--- src/rtl/axi_pkg.sv ---
`default_nettype none
// axi_pkg: shared AXI4 burst-type encoding and constants for the burst expander and strobe generator.
package axi_pkg;

   localparam int AXI_BURST_TW = 2;

   typedef enum logic [AXI_BURST_TW-1:0] {
      BURST_FIXED = 2'b00,
      BURST_INCR  = 2'b01,
      BURST_WRAP  = 2'b10,
      BURST_RSVD  = 2'b11
   } burst_t;

   localparam int AXI_4KB = 4096;

   // Largest legal CMD_SIZE for a bus with the given number of byte lanes.
   function automatic int axi_size_max(input int wstrbw);
      return $clog2(wstrbw);
   endfunction

endpackage
`default_nettype wire

--- src/rtl/axi_strb_gen.sv ---
`default_nettype none
// axi_strb_gen: byte-lane mask for one beat, from the in-bus address offset and the beat size.
module axi_strb_gen #(
   parameter int AXI_WSTRBW = 16,
   parameter int AXI_SW     = 3,
   parameter int OFFW       = ($clog2(AXI_WSTRBW) > 0) ? $clog2(AXI_WSTRBW) : 1
) (
   input  logic [OFFW-1:0]       addr,
   input  logic [AXI_SW-1:0]     size,
   output logic [AXI_WSTRBW-1:0] strb
);

   int lo;
   int hi;
   int nb;

   // Lanes run from the raw offset up to the end of the size-aligned container.
   always_comb begin
      strb = '0;
      nb   = 1 << int'(size);
      lo   = (AXI_WSTRBW > 1) ? int'(addr) : 0;
      hi   = (lo & ~(nb - 1)) + nb - 1;
      for (int i = 0; i < AXI_WSTRBW; i++) begin
         strb[i] = (i >= lo) && (i <= hi);
      end
   end

endmodule
`default_nettype wire

--- src/rtl/axi_burst_addr_gen.sv ---
`default_nettype none
// axi_burst_addr_gen: expands one AXI4 burst command into per-beat address/strobe/index/last descriptors.
// Optional macro AXI_4K_CHECK_EN builds the CMD_ERR protocol checks; otherwise CMD_ERR is tied low.
module axi_burst_addr_gen
   import axi_pkg::*;
#(
   parameter int AXI_DW     = 128,
   parameter int AXI_AW     = 40,
   parameter int AXI_IW     = 8,
   parameter int AXI_LW     = 8,
   parameter int AXI_SW     = 3,
   parameter int AXI_BURSTW = 2,
   parameter int AXI_WSTRBW = AXI_DW / 8
) (
   input  logic                  ACLK,
   input  logic                  ARESETn,
   input  logic                  CMD_VALID,
   output logic                  CMD_READY,
   input  logic [AXI_IW-1:0]     CMD_ID,
   input  logic [AXI_AW-1:0]     CMD_ADDR,
   input  logic [AXI_LW-1:0]     CMD_LEN,
   input  logic [AXI_SW-1:0]     CMD_SIZE,
   input  logic [AXI_BURSTW-1:0] CMD_BURST,
   output logic                  BEAT_VALID,
   input  logic                  BEAT_READY,
   output logic [AXI_IW-1:0]     BEAT_ID,
   output logic [AXI_AW-1:0]     BEAT_ADDR,
   output logic [AXI_WSTRBW-1:0] BEAT_STRB,
   output logic [AXI_LW-1:0]     BEAT_IDX,
   output logic                  BEAT_LAST,
   output logic                  CMD_ERR
);

   localparam int AXI_SIZE_MAX = axi_size_max(AXI_WSTRBW);
   localparam int OFFW         = (AXI_SIZE_MAX > 0) ? AXI_SIZE_MAX : 1;

   localparam logic [0:0] ST_IDLE  = 1'b0;
   localparam logic [0:0] ST_BURST = 1'b1;

   logic [0:0]            state;
   logic [AXI_IW-1:0]     id_q;
   logic [AXI_AW-1:0]     addr_q;
   logic [AXI_AW-1:0]     lower_q;
   logic [AXI_AW-1:0]     wrap_bytes_q;
   logic [AXI_LW-1:0]     len_q;
   logic [AXI_LW-1:0]     idx_q;
   logic [AXI_SW-1:0]     size_q;
   burst_t                burst_q;

   logic                  busy;
   logic                  accept;
   logic                  beat_hs;
   logic                  last;
   logic [AXI_SW-1:0]     size_c;
   logic                  wrap_len_ok;
   burst_t                burst_raw;
   burst_t                burst_c;
   logic [AXI_AW-1:0]     cmd_wrap_bytes;
   logic [AXI_AW-1:0]     cmd_lower;
   logic [AXI_AW-1:0]     nbytes_q;
   logic [AXI_AW-1:0]     incr_q;
   logic [AXI_AW-1:0]     next_addr;
   logic [AXI_WSTRBW-1:0] strb_w;

   assign busy    = (state == ST_BURST);
   assign accept  = CMD_VALID && !busy;
   assign beat_hs = busy && BEAT_READY;
   assign last    = (idx_q == len_q);

   assign burst_raw   = burst_t'(CMD_BURST[AXI_BURST_TW-1:0]);
   assign wrap_len_ok = (CMD_LEN == AXI_LW'(1)) || (CMD_LEN == AXI_LW'(3)) ||
                        (CMD_LEN == AXI_LW'(7)) || (CMD_LEN == AXI_LW'(15));

   always_comb begin
      size_c = (CMD_SIZE > AXI_SW'(AXI_SIZE_MAX)) ? AXI_SW'(AXI_SIZE_MAX) : CMD_SIZE;
      // Illegal WRAP lengths and the reserved encoding both degrade to INCR.
      case (burst_raw)
         BURST_FIXED: burst_c = BURST_FIXED;
         BURST_WRAP:  burst_c = wrap_len_ok ? BURST_WRAP : BURST_INCR;
         default:     burst_c = BURST_INCR;
      endcase
      cmd_wrap_bytes = (AXI_AW'(CMD_LEN) + AXI_AW'(1)) << size_c;
      cmd_lower      = CMD_ADDR & ~(cmd_wrap_bytes - AXI_AW'(1));
   end

   always_comb begin
      nbytes_q = AXI_AW'(1) << size_q;
      incr_q   = (addr_q & ~(nbytes_q - AXI_AW'(1))) + nbytes_q;
      case (burst_q)
         BURST_FIXED: next_addr = addr_q;
         BURST_WRAP:  next_addr = (incr_q == lower_q + wrap_bytes_q) ? lower_q : incr_q;
         default:     next_addr = incr_q;
      endcase
   end

   always_ff @(posedge ACLK or negedge ARESETn) begin
      if (!ARESETn) begin
         state        <= ST_IDLE;
         id_q         <= '0;
         addr_q       <= '0;
         lower_q      <= '0;
         wrap_bytes_q <= '0;
         len_q        <= '0;
         idx_q        <= '0;
         size_q       <= '0;
         burst_q      <= BURST_FIXED;
      end else if (accept) begin
         state        <= ST_BURST;
         id_q         <= CMD_ID;
         addr_q       <= CMD_ADDR;
         lower_q      <= cmd_lower;
         wrap_bytes_q <= cmd_wrap_bytes;
         len_q        <= CMD_LEN;
         idx_q        <= '0;
         size_q       <= size_c;
         burst_q      <= burst_c;
      end else if (beat_hs) begin
         if (last) begin
            state <= ST_IDLE;
         end else begin
            addr_q <= next_addr;
            idx_q  <= idx_q + AXI_LW'(1);
         end
      end
   end

   axi_strb_gen #(
      .AXI_WSTRBW (AXI_WSTRBW),
      .AXI_SW     (AXI_SW),
      .OFFW       (OFFW)
   ) u_strb_gen (
      .addr (addr_q[OFFW-1:0]),
      .size (size_q),
      .strb (strb_w)
   );

   // Descriptor fields read as zero whenever no beat is being presented.
   assign CMD_READY  = !busy;
   assign BEAT_VALID = busy;
   assign BEAT_ID    = busy ? id_q   : '0;
   assign BEAT_ADDR  = busy ? addr_q : '0;
   assign BEAT_STRB  = busy ? strb_w : '0;
   assign BEAT_IDX   = busy ? idx_q  : '0;
   assign BEAT_LAST  = busy && last;

`ifdef AXI_4K_CHECK_EN
   localparam int PAGE_BITS = $clog2(AXI_4KB);

   logic [AXI_AW-1:0] nb_c;
   logic [AXI_AW-1:0] end_c;
   logic              err_c;
   logic              err_q;

   always_comb begin
      nb_c  = AXI_AW'(1) << size_c;
      end_c = (CMD_ADDR & ~(nb_c - AXI_AW'(1))) + cmd_wrap_bytes - AXI_AW'(1);
      err_c = 1'b0;
      if (burst_raw == BURST_INCR && end_c[AXI_AW-1:PAGE_BITS] != CMD_ADDR[AXI_AW-1:PAGE_BITS]) begin
         err_c = 1'b1;
      end
      if (burst_raw == BURST_WRAP && (!wrap_len_ok || (CMD_ADDR & (nb_c - AXI_AW'(1))) != '0)) begin
         err_c = 1'b1;
      end
   end

   always_ff @(posedge ACLK or negedge ARESETn) begin
      if (!ARESETn) begin
         err_q <= 1'b0;
      end else begin
         err_q <= accept && err_c;
      end
   end

   assign CMD_ERR = err_q;
`else
   assign CMD_ERR = 1'b0;
`endif

endmodule
`default_nettype wire
--- config.mk ---
export PLATFORM = sky130hd
export DESIGN_NAME = axi_burst_addr_gen
export DESIGN_NICKNAME = d
export VERILOG_FILES = /design/src/rtl/axi_pkg.sv /design/src/rtl/axi_strb_gen.sv /design/src/rtl/axi_burst_addr_gen.sv
export SDC_FILE = /design/constraint.sdc
export NUM_CORES = 1
export LEC_CHECK = 0
export CORE_AREA = 2 2 152 154
export CTS_CLUSTER_DIAMETER = 50
export CTS_CLUSTER_SIZE = 20
export DETAILED_ROUTE_END_ITERATION = 10
export DIE_AREA = 0 0 154 156
export PLACE_DENSITY_LB_ADDON = 0.08
export SLEW_MARGIN = 25
export SYNTH_ARGS = -nofsm -noshare
export SYNTH_HDL_FRONTEND = slang
export SYNTH_HIERARCHICAL = 1
export SYNTH_SLANG_ARGS = --single-unit
--- constraint.sdc ---
create_clock -name ACLK -period 5.2 [get_ports ACLK]
set_input_delay 0.78 -clock ACLK [delete_from_list [all_inputs] [get_ports ACLK]]
set_output_delay 0.78 -clock ACLK [all_outputs]
set_load 0.1 [all_outputs]
==> results_dict.tcl <==
set metrics [dict create \
    ys_seq_area_frac 0.2737 \
    arrival_ns 4.20 \
    synth_ff_type "dfrtp_1" \
    crit_required_ns 4.42 \
    syn_nets 1498 \
    synth_top_cell_area_share 0.2737 \
    drv_cap 0 \
    timing.final.ws_setup_ns 0.2215 \
    fp-row-count 55 \
    grt_pass1_wl_um 54790 \
    clock-root-buffer "clkbuf_16" \
    die_y_um 156 \
    start_util 0.5150 \
    areaGrowthSynthToFinish_pct 20.86 \
    diodes 0 \
    ant_nets 0 \
    synth_edf_count 0 \
    groute.usage.overall 0.2855 \
    end_kind "primary output" \
    status "finished, final reports clean" \
    via_per_inst 6.058 \
    die_area_um2 24020 \
    core_area_um2 22370 \
    cts_buffer_depth 2 \
    gp_congestion 0.9389 \
    final_nets 1591 \
    synth_cells 1397 \
    grt-ovfl-total 0 \
    synth.cell_area_um2 11520 \
    crit_fanout 21 \
    ys_types 94 \
    drive_gt1_frac 0.08522 \
    place_ws_ns 0.2841 \
    wl_per_cell_um 19.23 \
    drt_iter0_drc 915 \
    cts_tree "done" \
    htreeDepth 4 \
    period_share 0.9574 \
    worst_slew_pin_slew_ns 0.9972 \
    netlist.top_cell.by_area "dfrtp_1" \
    clock.fmax_ghz 0.2009 \
    clock_latency_ns 0.44 \
    critPathKind "reg2out" \
    worst_hold_path_type "in2async" \
    skew_ns 0.01443 \
    final_cell_mix "208 x nand2_1, 122 x dfrtp_1, 122 x clkdlybuf4s50_1" \
    yosys_warnings 6 \
    die_x_um 154 \
    vias 10825 \
    portBuffers 139 \
    start_kind "flip-flop" \
    clkTransAtPathRegs_ns 0.06 \
    final_common_cell "nand2_1" \
    finalSetupViolations 0 \
    async_reset_ff_frac 1.000 \
    drv_slew 0 \
    n_fill_cell 1960 \
    grt_max_degree 75 \
    clock-sinks 126 \
    numCtsBuffers 17 \
    finalHoldViolations 0 \
    drt-total-wl_um 34370 \
    synth-seq-cells 126 \
    syn_area_per_cell_um2 8.245 \
    yosys-top-cells-area "dfrtp_1 27%, nand2_1 6.8%, xnor2_1 5.4%, and2_1 4.8%, mux2i_1 4.0%" \
    grt_pass1_vias 10009 \
    io_pins 141 \
    period_needed_ns 4.979 \
    antenna_found_initial 0 \
    drtPass1Iterations 8 \
    hold-worst-slack_ns 0.3124 \
    post-route-util 0.6224 \
    dp.final_hpwl_um 24630 \
    relSlewSlack 0.3331 \
    tns_ns 0 \
    drc_errors 0 \
]
[critical path: stages, from the launching register on]
cell	delay (ns)
dfrtp_2	0.42
buf_6	0.21
or3b_2	0.48
inv_1	0.07
ha_1	0.29
a211oi_1	0.32
nor3_2	0.10
a211oi_4	0.27
ha_1	0.19
nor4bb_4	0.21
mux2i_2	0.12
a2111oi_4	0.41
buf_6	0.19
a221oi_1	0.08
and2_1	0.23
buf_12	0.17
[state kept, by name, indices dropped and copies added (netlist names)]
signal / cells
addr_q: 40
BEAT_VALID: 1
idx_q: 8
len_q: 8
size_q: 3
id_q: 8
burst_q: 2
wrap_bytes_q: 16
lower_q: 40
[what timing repair did]
item	4_1_cts	5_1_grt
pin swaps	0	6
endpoints found under the setup margin	15	15
hold buffers	0	0
resized for setup	3	19
gates cloned	0	2
buffers inserted	0	5
[cells in the mapped netlist, types with 5 or more instances]
library cell and number:
nand2_1 209, dfrtp_1 126, and2_1 88, o21ai_0 78, xnor2_1 71, clkbuf_1 63, nand3_1 60, nor2_1 59
a21oi_1 48, mux2i_1 46, inv_1 45, ha_1 34, xor2_1 32, a21o_1 30, and3_1 26, nand4_1 21
nor3_1 20, o211ai_1 19, o22ai_1 19, xnor3_1 18, a211oi_1 17, buf_2 17, nor2b_1 17, and4_1 14
o21ai_1 12, buf_6 11, nand2b_1 11, o2111ai_1 10, or3_1 10, a311oi_1 9, a31oi_1 9, a221oi_1 8
nor4_1 8, o21a_1 8, nor3b_1 7, a211o_1 6, a2111oi_1 5, buf_1 5
[per-stage QoR]
stage | std cells | area (um2)
global route | 1787 | 13920
detailed placement | 1749 | 13150
finish | 1787 | 13920
global placement | 1749 | 13150
floorplan | 1397 | 11520
CTS | 1780 | 13780
[final cells by class]
cell class | count | area [um2] | area share
inverters | 46 | 172.7 | 0.01240
clock inverters | 11 | 156.4 | 0.01123
flip-flops and latches | 126 | 3158 | 0.2269
well taps | 285 | 356.6 | 0.02562
clock buffers | 20 | 456.7 | 0.03281
repair buffers | 172 | 1838 | 0.1320
multi-input cells | 1127 | 7782 | 0.5590
[worst paths after layout]
| path | end | slack, ns | depth (start not counted) | start |
|---|---|---|---|---|
| max | BEAT_STRB[12] | 0.22 | 15 | size_q[2]$_DFFE_PN0P_ |
| min | BEAT_VALID$_DFFE_PN0P_ | 0.31 | 1 | ARESETn |
| max reg2reg | addr_q[10]$_DFFE_PN0P_ | 0.46 | 15 | addr_q[1]$_DFFE_PN0P_ |
| min reg2reg | id_q[7]$_DFFE_PN0P_ | 0.47 | 2 | id_q[7]$_DFFE_PN0P_ |
| max in group asynchronous | addr_q[10]$_DFFE_PN0P_ | 3.87 | 2 | ARESETn |
| min in group ACLK | id_q[7]$_DFFE_PN0P_ | 0.47 | 2 | id_q[7]$_DFFE_PN0P_ |
[kinds of logic after synthesis]
| family | after synthesis | share of synthesized area |
|---|---|---|
| AOI/OAI and AO/OA | 326 | 0.1976 |
| xor gates and xnor gates | 123 | 0.1176 |
| adders and majority gates | 36 | 0.04041 |
| buffers and inverters | 144 | 0.05725 |
| DFF | 126 | 0.2737 |
| muxes | 51 | 0.04714 |
| other | 2 | 0.0006520 |
| and+or+nand+nor | 589 | 0.2656 |
[layer usage]
metal  vias up  share of wire  track usage
met2       383           0.46       0.4585
met4         0          0.015      0.06275
li1       5182              -            -
met1      5212           0.46       0.4057
met3        48          0.064      0.04806
met5         -              0            0
Power is not shown: default switching activity piles up to over one toggle a cycle in this logic, so the estimate is an artifact.
